`config.mk`:
```
export PLATFORM = sky130hd
export DESIGN_NAME = arb_req_queue
export DESIGN_NICKNAME = d
export VERILOG_FILES = /design/src/rtl/arb_req_queue.sv
export SDC_FILE = /design/constraint.sdc
export NUM_CORES = 1
export LEC_CHECK = 0
export BUFFER_PORTS_ARGS = -buffer_cell sky130_fd_sc_hd__buf_2
export CORE_MARGIN = 10
export CORE_UTILIZATION = 60
export DETAILED_ROUTE_END_ITERATION = 10
export PLACE_DENSITY = 0.89
export SLEW_MARGIN = 10
export SYNTH_ARGS = -nofsm -noshare
export SYNTH_HDL_FRONTEND = slang
export SYNTH_SLANG_ARGS = --single-unit
```
`constraint.sdc`:
```
create_clock -name clk -period 3.84 [get_ports clk]
set_input_delay 0.576 -clock clk [delete_from_list [all_inputs] [get_ports clk]]
set_output_delay 0.576 -clock clk [all_outputs]
set_load 0.01 [all_outputs]
```
`src/rtl/arb_req_queue.sv`:
```
`default_nettype none
// ============================================================================
// Module   : arb_req_queue
// Brief    : N per-channel FIFOs feeding an external arbiter; pops on legal grant.
// Revision : 1.0
// ============================================================================
module arb_req_queue #(
    parameter int N     = 4,
    parameter int W     = 8,
    parameter int DEPTH = 4
) (
    input  logic                 clk,
    input  logic                 reset,
    input  logic [N-1:0]         push_valid,
    input  logic [N*W-1:0]       push_data,
    output logic [N-1:0]         push_ready,
    output logic [N-1:0]         req,
    input  logic [N-1:0]         grant,
    input  logic                 valid_grant,
    output logic                 out_valid,
    output logic [W-1:0]         out_data,
    output logic [$clog2(N)-1:0] out_src,
    output logic                 grant_err
);

    localparam int AW = $clog2(DEPTH);
    localparam int CW = AW + 1;
    localparam int SW = $clog2(N);
    localparam logic [N-1:0]  ONE_N  = N'(1);
    localparam logic [CW-1:0] FULL_C = CW'(DEPTH);

    logic [W-1:0]  mem_q  [N][DEPTH];
    logic [AW-1:0] wptr_q [N];
    logic [AW-1:0] wptr_d [N];
    logic [AW-1:0] rptr_q [N];
    logic [AW-1:0] rptr_d [N];
    logic [CW-1:0] cnt_q  [N];
    logic [CW-1:0] cnt_d  [N];

    logic          out_valid_q, out_valid_d;
    logic [W-1:0]  out_data_q,  out_data_d;
    logic [SW-1:0] out_src_q,   out_src_d;
    logic          grant_err_q, grant_err_d;

    logic [N-1:0]  push_fire;
    logic [N-1:0]  pop_fire;
    logic [SW-1:0] grant_idx;
    logic          grant_onehot;
    logic          grant_legal;

    // Status comes only from registered occupancy, so a same-cycle pop never frees a full slot.
    always_comb begin
        push_ready = '0;
        req        = '0;
        for (int i = 0; i < N; i++) begin
            push_ready[i] = (cnt_q[i] != FULL_C);
            req[i]        = (cnt_q[i] != '0);
        end
    end

    always_comb begin
        grant_idx = '0;
        for (int i = 0; i < N; i++) begin
            if (grant[i]) grant_idx = SW'(i);
        end
        grant_onehot = (grant != '0) && ((grant & (grant - ONE_N)) == '0);
        grant_legal  = valid_grant && grant_onehot && ((grant & req) != '0);
        push_fire    = push_valid & push_ready;
        pop_fire     = grant_legal ? grant : '0;
    end

    always_comb begin
        for (int i = 0; i < N; i++) begin
            wptr_d[i] = wptr_q[i];
            rptr_d[i] = rptr_q[i];
            if (push_fire[i]) wptr_d[i] = wptr_q[i] + AW'(1);
            if (pop_fire[i])  rptr_d[i] = rptr_q[i] + AW'(1);
            cnt_d[i] = cnt_q[i] + CW'(push_fire[i]) - CW'(pop_fire[i]);
        end
    end

    always_comb begin
        out_valid_d = grant_legal;
        out_data_d  = out_data_q;
        out_src_d   = out_src_q;
        grant_err_d = grant_err_q | (valid_grant & ~grant_legal);
        if (grant_legal) begin
            out_data_d = mem_q[grant_idx][rptr_q[grant_idx]];
            out_src_d  = grant_idx;
        end
    end

    // Storage needs no reset: cleared pointers make every stale entry unreachable.
    always_ff @(posedge clk) begin
        for (int i = 0; i < N; i++) begin
            if (push_fire[i]) mem_q[i][wptr_q[i]] <= push_data[i*W +: W];
        end
    end

    always_ff @(posedge clk or negedge reset) begin
        if (!reset) begin
            for (int i = 0; i < N; i++) begin
                wptr_q[i] <= '0;
                rptr_q[i] <= '0;
                cnt_q[i]  <= '0;
            end
            out_valid_q <= 1'b0;
            out_data_q  <= '0;
            out_src_q   <= '0;
            grant_err_q <= 1'b0;
        end else begin
            for (int i = 0; i < N; i++) begin
                wptr_q[i] <= wptr_d[i];
                rptr_q[i] <= rptr_d[i];
                cnt_q[i]  <= cnt_d[i];
            end
            out_valid_q <= out_valid_d;
            out_data_q  <= out_data_d;
            out_src_q   <= out_src_d;
            grant_err_q <= grant_err_d;
        end
    end

    assign out_valid = out_valid_q;
    assign out_data  = out_data_q;
    assign out_src   = out_src_q;
    assign grant_err = grant_err_q;

endmodule
`default_nettype wire

```
Word level (Yosys, flattened, before mapping) --
Memories as Yosys holds them, arrays and structs flattened. Cells that the tools add are included.
Word-level totals: memories 1, bits of input ports 43, bits in writable memories 128, register bits after elaboration 40
Memory list:
- mem_q | words 4, width 32, rd ports 1, clocked after memory_dff 0, wr ports 4, line 32 | logic [W-1:0] mem_q [N][DEPTH];
Cells by class: multiplexer cells 26, equal/unequal tests 4, bitwise operators 12, magnitude comparators 10, reduce and logical (&&, ||, !) cells 14, add/sub/neg operators 17
Operators with widths (number):
- 2-to-1 mux 32 bit | 4
- demux 8 bit (select 2 bit) | 4
- 2-to-1 mux 8 bit | 6
- >= comparator 3 bit, second input constant | 6
- inverter 2 -> 3 bit | 6
- adder 2 x 1 -> 2 bit, second input constant | 8
- binary-select mux 8 bit (select 2 bit) | 1
- adder 3 x 1 -> 3 bit | 4
- AND 4 bit | 3
- < comparator 3 x 1 -> 1 bit, second input constant | 4
- inequality test 3 bit, second input constant | 4
- nonzero test 3 bit | 4
- subtractor 3 x 1 -> 3 bit | 4
- 2-to-1 mux 2 bit | 4
- nonzero test 4 bit | 2
- logical AND 1 bit | 7
- 2-to-1 mux 1 bit | 5
- binary-select mux 2 bit (select 2 bit) | 1
- zero test 4 bit | 1
- 2-to-1 mux 4 bit | 1
- subtractor 4 x 1 -> 4 bit, second input constant | 1
- AND 1 bit | 1
- inverter 1 bit | 1
- OR 1 bit | 1

Logic depth before layout (Yosys ltp) --
Gate-level depths: netlist of run 1.
depth in word-level cells 11, mapped depth 12, gate-level depth less buffers 11

Least setup slack after synthesis of run 1 --
Ideal clock, no wire load.
path kind input port to flip-flop, start in grant[3], end reg cnt_q[5] in the netlist's numbering, arrival 2807 ps, stages on the path 12, path buffers 2, path slack 910 ps, setup time 123 ps, data required time 3717 ps, cells stage by stage or2_1 buf_6 or3_1 a221oi_2 buf_4 and2_4 ha_1 inv_1 ha_1 fa_1 xnor2_1 xnor2_1
RTL lines:
- start, declared | line 18 | input logic [N-1:0] grant,
- end signal, assigned by index | line 115 | cnt_q[i] <= cnt_d[i];
- end, declared | line 37 | logic [CW-1:0] cnt_q [N];

==> impl_metrics.yaml, run 1 <==
run_status:
  outcome: "finished clean"
clock_network:
  cts_root_buf: "clkbuf_16"
  clk_latency_ps: 430
  tritoncts: "built"
  cts.sinks: 168
  cts.reportedPaths.clkPinSlew_ps: 60
  cts_buffer_depth: 2
  cts_inserted_buffers: 17
  post_cts_buffers: 0
  htree_levels: 4
  cts_hold_buf: 0
  cts-resized-gates: 0
worst_setup_path:
  path_delay_family: "adder cells"
  cp-end-kind: "register"
  cpPeakStageDelay_ps: 460
  r2r_start: "cnt_q[7]$_DFF_PN0_"
  crit_fanout: 11
  slowest_stage: "dfrtp_1"
  worst-path-buf-inv: 2
  critPathLaunchType: "register"
  ff2ff_setup_slack_ps: 780
  timing.rr.end: "cnt_q[5]$_DFF_PN0_"
  ff2ff_path_depth: 11
  required_ps: 4190
  critPathKind: "register to register"
  cp.arrival_ps: 3410
  crit_chain: "or3_1 -> a22oi_1 -> a221oi_4 -> buf_4 -> and2_4 -> ha_1 -> inv_1 -> ha_1 -> fa_1 -> xnor2_1 -> xnor2_1"
hold_path:
  hold_class: "input port to asynchronous set/reset pin"
floorplan:
  fp.dieArea_mm2: 0.01658
  ios: 63
  die_y_um: 128.7
  die_w_um: 128.7
  start_util_pct: 61.61
  num_rows: 39
  core_area_mm2: 0.01152
sta:
  timing.fmax_ghz: 0.3269
  report.final.slew_viol_count: 0
  finalSetupViolCount: 0
  period_share_pct: 79.67
  worst_pin_slew_ps: 932.7
  period_minus_slack_ps: 3059
  skew_ps: 10.71
  hold_viol: 0
  setup-tns-final_ps: 0
  max_slew_margin_pct: 37.82
  rsz0062_at_grt: "no"
drt:
  postRouteWirelength_mm: 16.00
  antenna_left: 0
  vias: 4142
  drtIter0Drc: 617
  drt-wirelength-per-cell_um: 23.77
  dr.pass1.iters: 9
  vias_per_cell: 6.155
  remaining_drc_errors: 0
yosys:
  synth.top_cell.area_share_pct: 54.17
  synth.largest_area_cell: "edfxtp_1"
  ys_warn_count: 0
  syn_avg_cell_area_um2: 15.87
  synth_edf_count: 128
  synth_seq_area_share_pct: 68.28
  syn-num-nets: 518
  async_reset_ff_share_pct: 23.81
  synth_cell_types: 35
  synth_flop_cell: "edfxtp_1"
  synthCells: 447
  syn-cell-area_mm2: 0.007096
  ys_top_cells_by_area: "edfxtp_1 (54%), dfrtp_1 (14%), mux2_2 (5.2%)"
  ys_ff_latch: 168
pwr:
  max-vdd-ir-drop_uv: 562.3
  p_per_area_mw_per_mm2: 721.4
  comb_power_share_pct: 23.1
  pwr-share-seq_pct: 45.8
  p_sw_mw: 1.743
  power.internal_mw: 4.162
  swShare_pct: 29.51
  clkPwrFrac_pct: 31.1
  power_leakage_nw: 3.199
job:
  cap_violations: 0
placed_design:
  portBuffers: 62
  place_hpwl_mm: 10.53
  globalplace.congestion: 0.8581
global_routing:
  grt_max_degree: 41
  grt_pass1_vias: 4368
  grt_pass1_wl_mm: 24.86
  grtUsageTotal_pct: 20.00
  gr-total-overflow: 0
  antenna_found_initial: 1
finish:
  fillers: 706
  final_common_cell: "edfxtp_1"
  fin_util_pct: 71.08
  synthToLayoutAreaGrowth_pct: 15.36
  nets: 587
  drive_above_1_share_pct: 26.09
  final_cell_mix: "edfxtp_1 (128), buf_2 (62), dfrtp_1 (40)"
[worst max-delay path by stage]
stage / from / end / slack [ps] / cells after the start
final: cnt_q[7]$_DFF_PN0_ / cnt_q[5]$_DFF_PN0_ / 780 / 11
after global placement: grant[3] / cnt_q[5]$_DFF_PN0_ / 630 / 12
after floorplan: grant[3] / cnt_q[5]$_DFF_PN0_ / 910 / 12
after global routing: cnt_q[7]$_DFF_PN0_ / cnt_q[5]$_DFF_PN0_ / 670 / 11
after detailed placement: grant[3] / cnt_q[5]$_DFF_PN0_ / 510 / 12
after CTS: cnt_q[7]$_DFF_PN0_ / cnt_q[5]$_DFF_PN0_ / 800 / 11
[synth_stat cells (8+ instances only)]
cell type	number
o221ai_1	8
and3_1	16
nor2_1	15
clkbuf_1	8
dfrtp_1	40
mux2_2	33
a21oi_1	11
xnor2_1	14
mux2i_1	25
edfxtp_1	128
a222oi_1	24
nand2_1	9
ha_1	24
inv_1	27
nand2b_1	10
[per-stage QoR]
stage,instances,cell area (µm²),hold slack [ps],total power [mW],setup slack [ps]
6_report,673,8185,289.4,5.905,780.7
5_1_grt,673,8185,344.8,6.167,666.8
4_1_cts,672,8183,305.4,5.918,803.7
3_5_place_dp,640,7547,464.3,4.063,507.6
3_3_place_gp,640,7547,460.8,3.965,627.1
2_1_floorplan,447,7096,280.4,3.570,910.1
[registers in the layout (all words and copies together), names as in the netlist]
register	count
mem_q	128
cnt_q	12
out_data	8
rptr_q	8
wptr_q	8
out_src	2
grant_err	1
out_valid	1
[layout make-up]
type	count	area [µm²]	area share [%]
Multi-Input combinational cell	232	2052	25.07
Tap cell	143	178.9	2.186
Sequential cell	168	4845	59.19
Clock buffer	19	432.9	5.289
Inverter	27	101.3	1.238
Clock inverter	13	202.7	2.476
Antenna cell	1	2.502	0.03057
Timing Repair Buffer	70	370.4	4.525
[routing by layer]
metal / wire length (µm) / vias to the layer above / global-route usage [%]
met1: 6164 / 2055 / 24.45
met2: 8208 / 224 / 33.46
met3: 1320 / 28 / 6.324
met4: 302 / 0 / 5.953
met5: 0 / - / 0
li1: - / 1835 / -
[power by group through the flow]
stage | logic (mW) | registers (mW) | clock network [mW]
CTS | 1.38 | 2.70 | 1.84
global placement | 1.27 | 2.70 | 0
floorplan | 0.885 | 2.69 | 0
detailed placement | 1.34 | 2.73 | 0
finish | 1.36 | 2.71 | 1.84
global route | 1.50 | 2.75 | 1.92
[cell families (layout without fill, tap and decap cells)]
kind of cell	after synthesis	after routing	synth area share [%]
DFF	168	168	68.28
and+or+nand+nor	70	70	5.325
muxes	59	59	8.958
AOI/OAI and AO/OA	55	55	6.436
buffers and inverters	47	129	2.962
adders and majority gates	28	28	5.361
xor gates and xnor gates	20	20	2.680
other	0	1	0
No activity file was read; power rests on OpenSTA's default activity.
==> run 2, diff against run 1 <==
--- a/config.mk
+++ b/config.mk
@@ -7,9 +7,9 @@
 export LEC_CHECK = 0
 export BUFFER_PORTS_ARGS = -buffer_cell sky130_fd_sc_hd__buf_2
 export CORE_MARGIN = 10
-export CORE_UTILIZATION = 60
+export CORE_UTILIZATION = 59
 export DETAILED_ROUTE_END_ITERATION = 10
-export PLACE_DENSITY = 0.89
+export PLACE_DENSITY = 0.88
 export SLEW_MARGIN = 10
 export SYNTH_ARGS = -nofsm -noshare
 export SYNTH_HDL_FRONTEND = slang
==> constraint.sdc (replaced) <==
create_clock -name clk -period 3.1 [get_ports clk]
set_input_delay 0.465 -clock clk [delete_from_list [all_inputs] [get_ports clk]]
set_output_delay 0.465 -clock clk [all_outputs]
set_load 0.01 [all_outputs]
==> run 2 against run 1 <==
Net effect: first-iteration DRC count fell by 3.4%; design area about the same; final cell count increased by 0.45%; hold slack worse by 120 ps; flip-flop and latch count stayed put; count of clock-buffer cells in the layout is 2 lower; clock skew fell by 0.54 ps; critical endpoint unchanged.
==> impl_metrics.yaml, run 2 (same netlist as run 1, synthesis figures left out) <==
run_status:
  outcome: "finished clean"
floorplan:
  num_rows: 39
  die_y_um: 129.7
  ios: 63
  core_area_mm2: 0.01161
  fp.dieArea_mm2: 0.01681
  start_util_pct: 61.10
  die_w_um: 129.7
clock_network:
  cts_buffer_depth: 2
  cts_root_buf: "clkbuf_16"
  cts_inserted_buffers: 17
  cts.sinks: 168
  clk_latency_ps: 430
  tritoncts: "built"
  htree_levels: 4
  cts_hold_buf: 0
  post_cts_buffers: 0
  cts.reportedPaths.clkPinSlew_ps: 70
  cts-resized-gates: 0
finish:
  fillers: 703
  nets: 590
  stdcell_count: 676
  multi_input_area_mm2: 0.002052
  synthToLayoutAreaGrowth_pct: 15.29
  largest_reg_flops: 128
  final_cell_mix: "edfxtp_1 (128), buf_2 (62), dfrtp_1 (40)"
  drive_above_1_share_pct: 27.26
  seqCellArea_mm2: 0.004845
  final_common_cell: "edfxtp_1"
worst_setup_path:
  startpoint: "cnt_q[8]$_DFF_PN0_"
  crit_fanout: 4
  required_ps: 3450
  slowest_stage: "or3_1"
  cpPeakStageDelay_ps: 430
  r2r_start: "cnt_q[8]$_DFF_PN0_"
  critPathLaunchType: "register"
  cp.arrival_ps: 3260
  critPathKind: "register to register"
  cp-end-kind: "register"
  crit_chain: "or3_1 -> a22oi_1 -> a221oi_4 -> buf_4 -> and2_4 -> ha_1 -> inv_1 -> ha_1 -> fa_1 -> xnor2_1 -> xnor2_1"
sta:
  skew_ps: 10.17
  worst_pin_slew_ps: 928.3
  finalSetupViolCount: 0
  max_slew_margin_pct: 38.11
  period_share_pct: 93.77
  hold_viol: 0
  timing.fmax_ghz: 0.3440
  report.final.slew_viol_count: 0
  period_minus_slack_ps: 2907
  setup-tns-final_ps: 0
  rsz0062_at_grt: "no"
pwr:
  power_leakage_nw: 3.205
  clkPwrFrac_pct: 29.8
  max-vdd-ir-drop_uv: 630.2
  swShare_pct: 30.83
  p_sw_mw: 2.211
  comb_power_share_pct: 23.6
  p_per_area_mw_per_mm2: 876.9
  power.internal_mw: 4.962
  pwr-share-seq_pct: 46.6
global_routing:
  grt_pass1_wl_mm: 24.53
  grtUsageTotal_pct: 19.61
  gr-total-overflow: 0
  grt_pass1_vias: 4379
  antenna_found_initial: 1
  grt_max_degree: 41
drt:
  top_layer: "met4"
  wl_met1_mm: 5.744
  remaining_drc_errors: 0
  drt-wirelength-per-cell_um: 23.42
  wl_met3_mm: 1.368
  drtIter0Drc: 596
  postRouteWirelength_mm: 15.84
  wl_met2_mm: 8.398
  vias_per_cell: 6.170
  dr.pass1.iters: 6
  vias: 4171
  antenna_left: 0
placed_design:
  portBuffers: 62
  dpl.cell_count: 643
  globalplace.congestion: 0.7870
  place_hpwl_mm: 10.79
job:
  cap_violations: 0
hold_path:
  hold_class: "input port to asynchronous set/reset pin"
## run 2: final timing paths
path                            slack (ps)                endpoint  cells past startpoint
worst min-delay path                   170   wptr_q[7]$_DFFE_PN0P_                      1
worst max-delay path                   190      cnt_q[5]$_DFF_PN0_                     11
worst min register to register         470   rptr_q[5]$_DFFE_PN0P_                      1
worst max register to register         190      cnt_q[5]$_DFF_PN0_                     11
min in group clk                       250  mem_q[3][26]$_DFFE_PP_                      1
max in group asynchronous             2340  out_src[0]$_DFFE_PN0N_                      1
## run 2: area by class of cell
| type | instances | share of cell area, % |
|---|---|---|
| Clock buffer | 17 | 5.200 |
| Multi-Input combinational cell | 232 | 25.08 |
| Timing Repair Buffer | 73 | 4.803 |
| Inverter | 27 | 1.239 |
| Tap cell | 143 | 2.187 |
| Antenna cell | 1 | 0.03059 |
| Sequential cell | 168 | 59.22 |
| Clock inverter | 15 | 2.233 |
## run 2: layer usage
metal  vias to the layer above  track usage, %
li1                       1842               -
met1                      2074           23.39
met2                       226           33.64
met3                        29           5.669
met4                         0           6.283
met5                         -               0
## run 2: stage by stage
stage | utilization [%] | worst slack, ps | hold slack [ps] | area, µm² | total power, mW
finish | 70.44 | 193.2 | 173.9 | 8180 | 7.173
global route | 70.44 | 32.55 | 242.1 | 8180 | 7.527
CTS | 70.42 | 180.5 | 207.3 | 8178 | 7.202
detailed placement | 65.18 | 40.74 | 458.7 | 7570 | 5.062
global placement | 65.18 | 182.5 | 452.9 | 7570 | 4.922
floorplan | - | 281.1 | 169.4 | 7096 | 4.422
## run 2: critical path: cells and delay by family, from the launching register on
family	cells	cell delay (ps)
adders and majority gates	3	810
and+or+nand+nor	2	590
xor gates and xnor gates	2	320
buffers and inverters	2	220
AOI/OAI and AO/OA	2	470
DFF	1	410
## run 2: power groups by stage
stage	registers [mW]	logic, mW	clock network, mW
finish	3.34	1.69	2.14
global route	3.40	1.89	2.24
CTS	3.34	1.71	2.15
detailed placement	3.38	1.69	0
global placement	3.34	1.58	0
floorplan	3.33	1.10	0
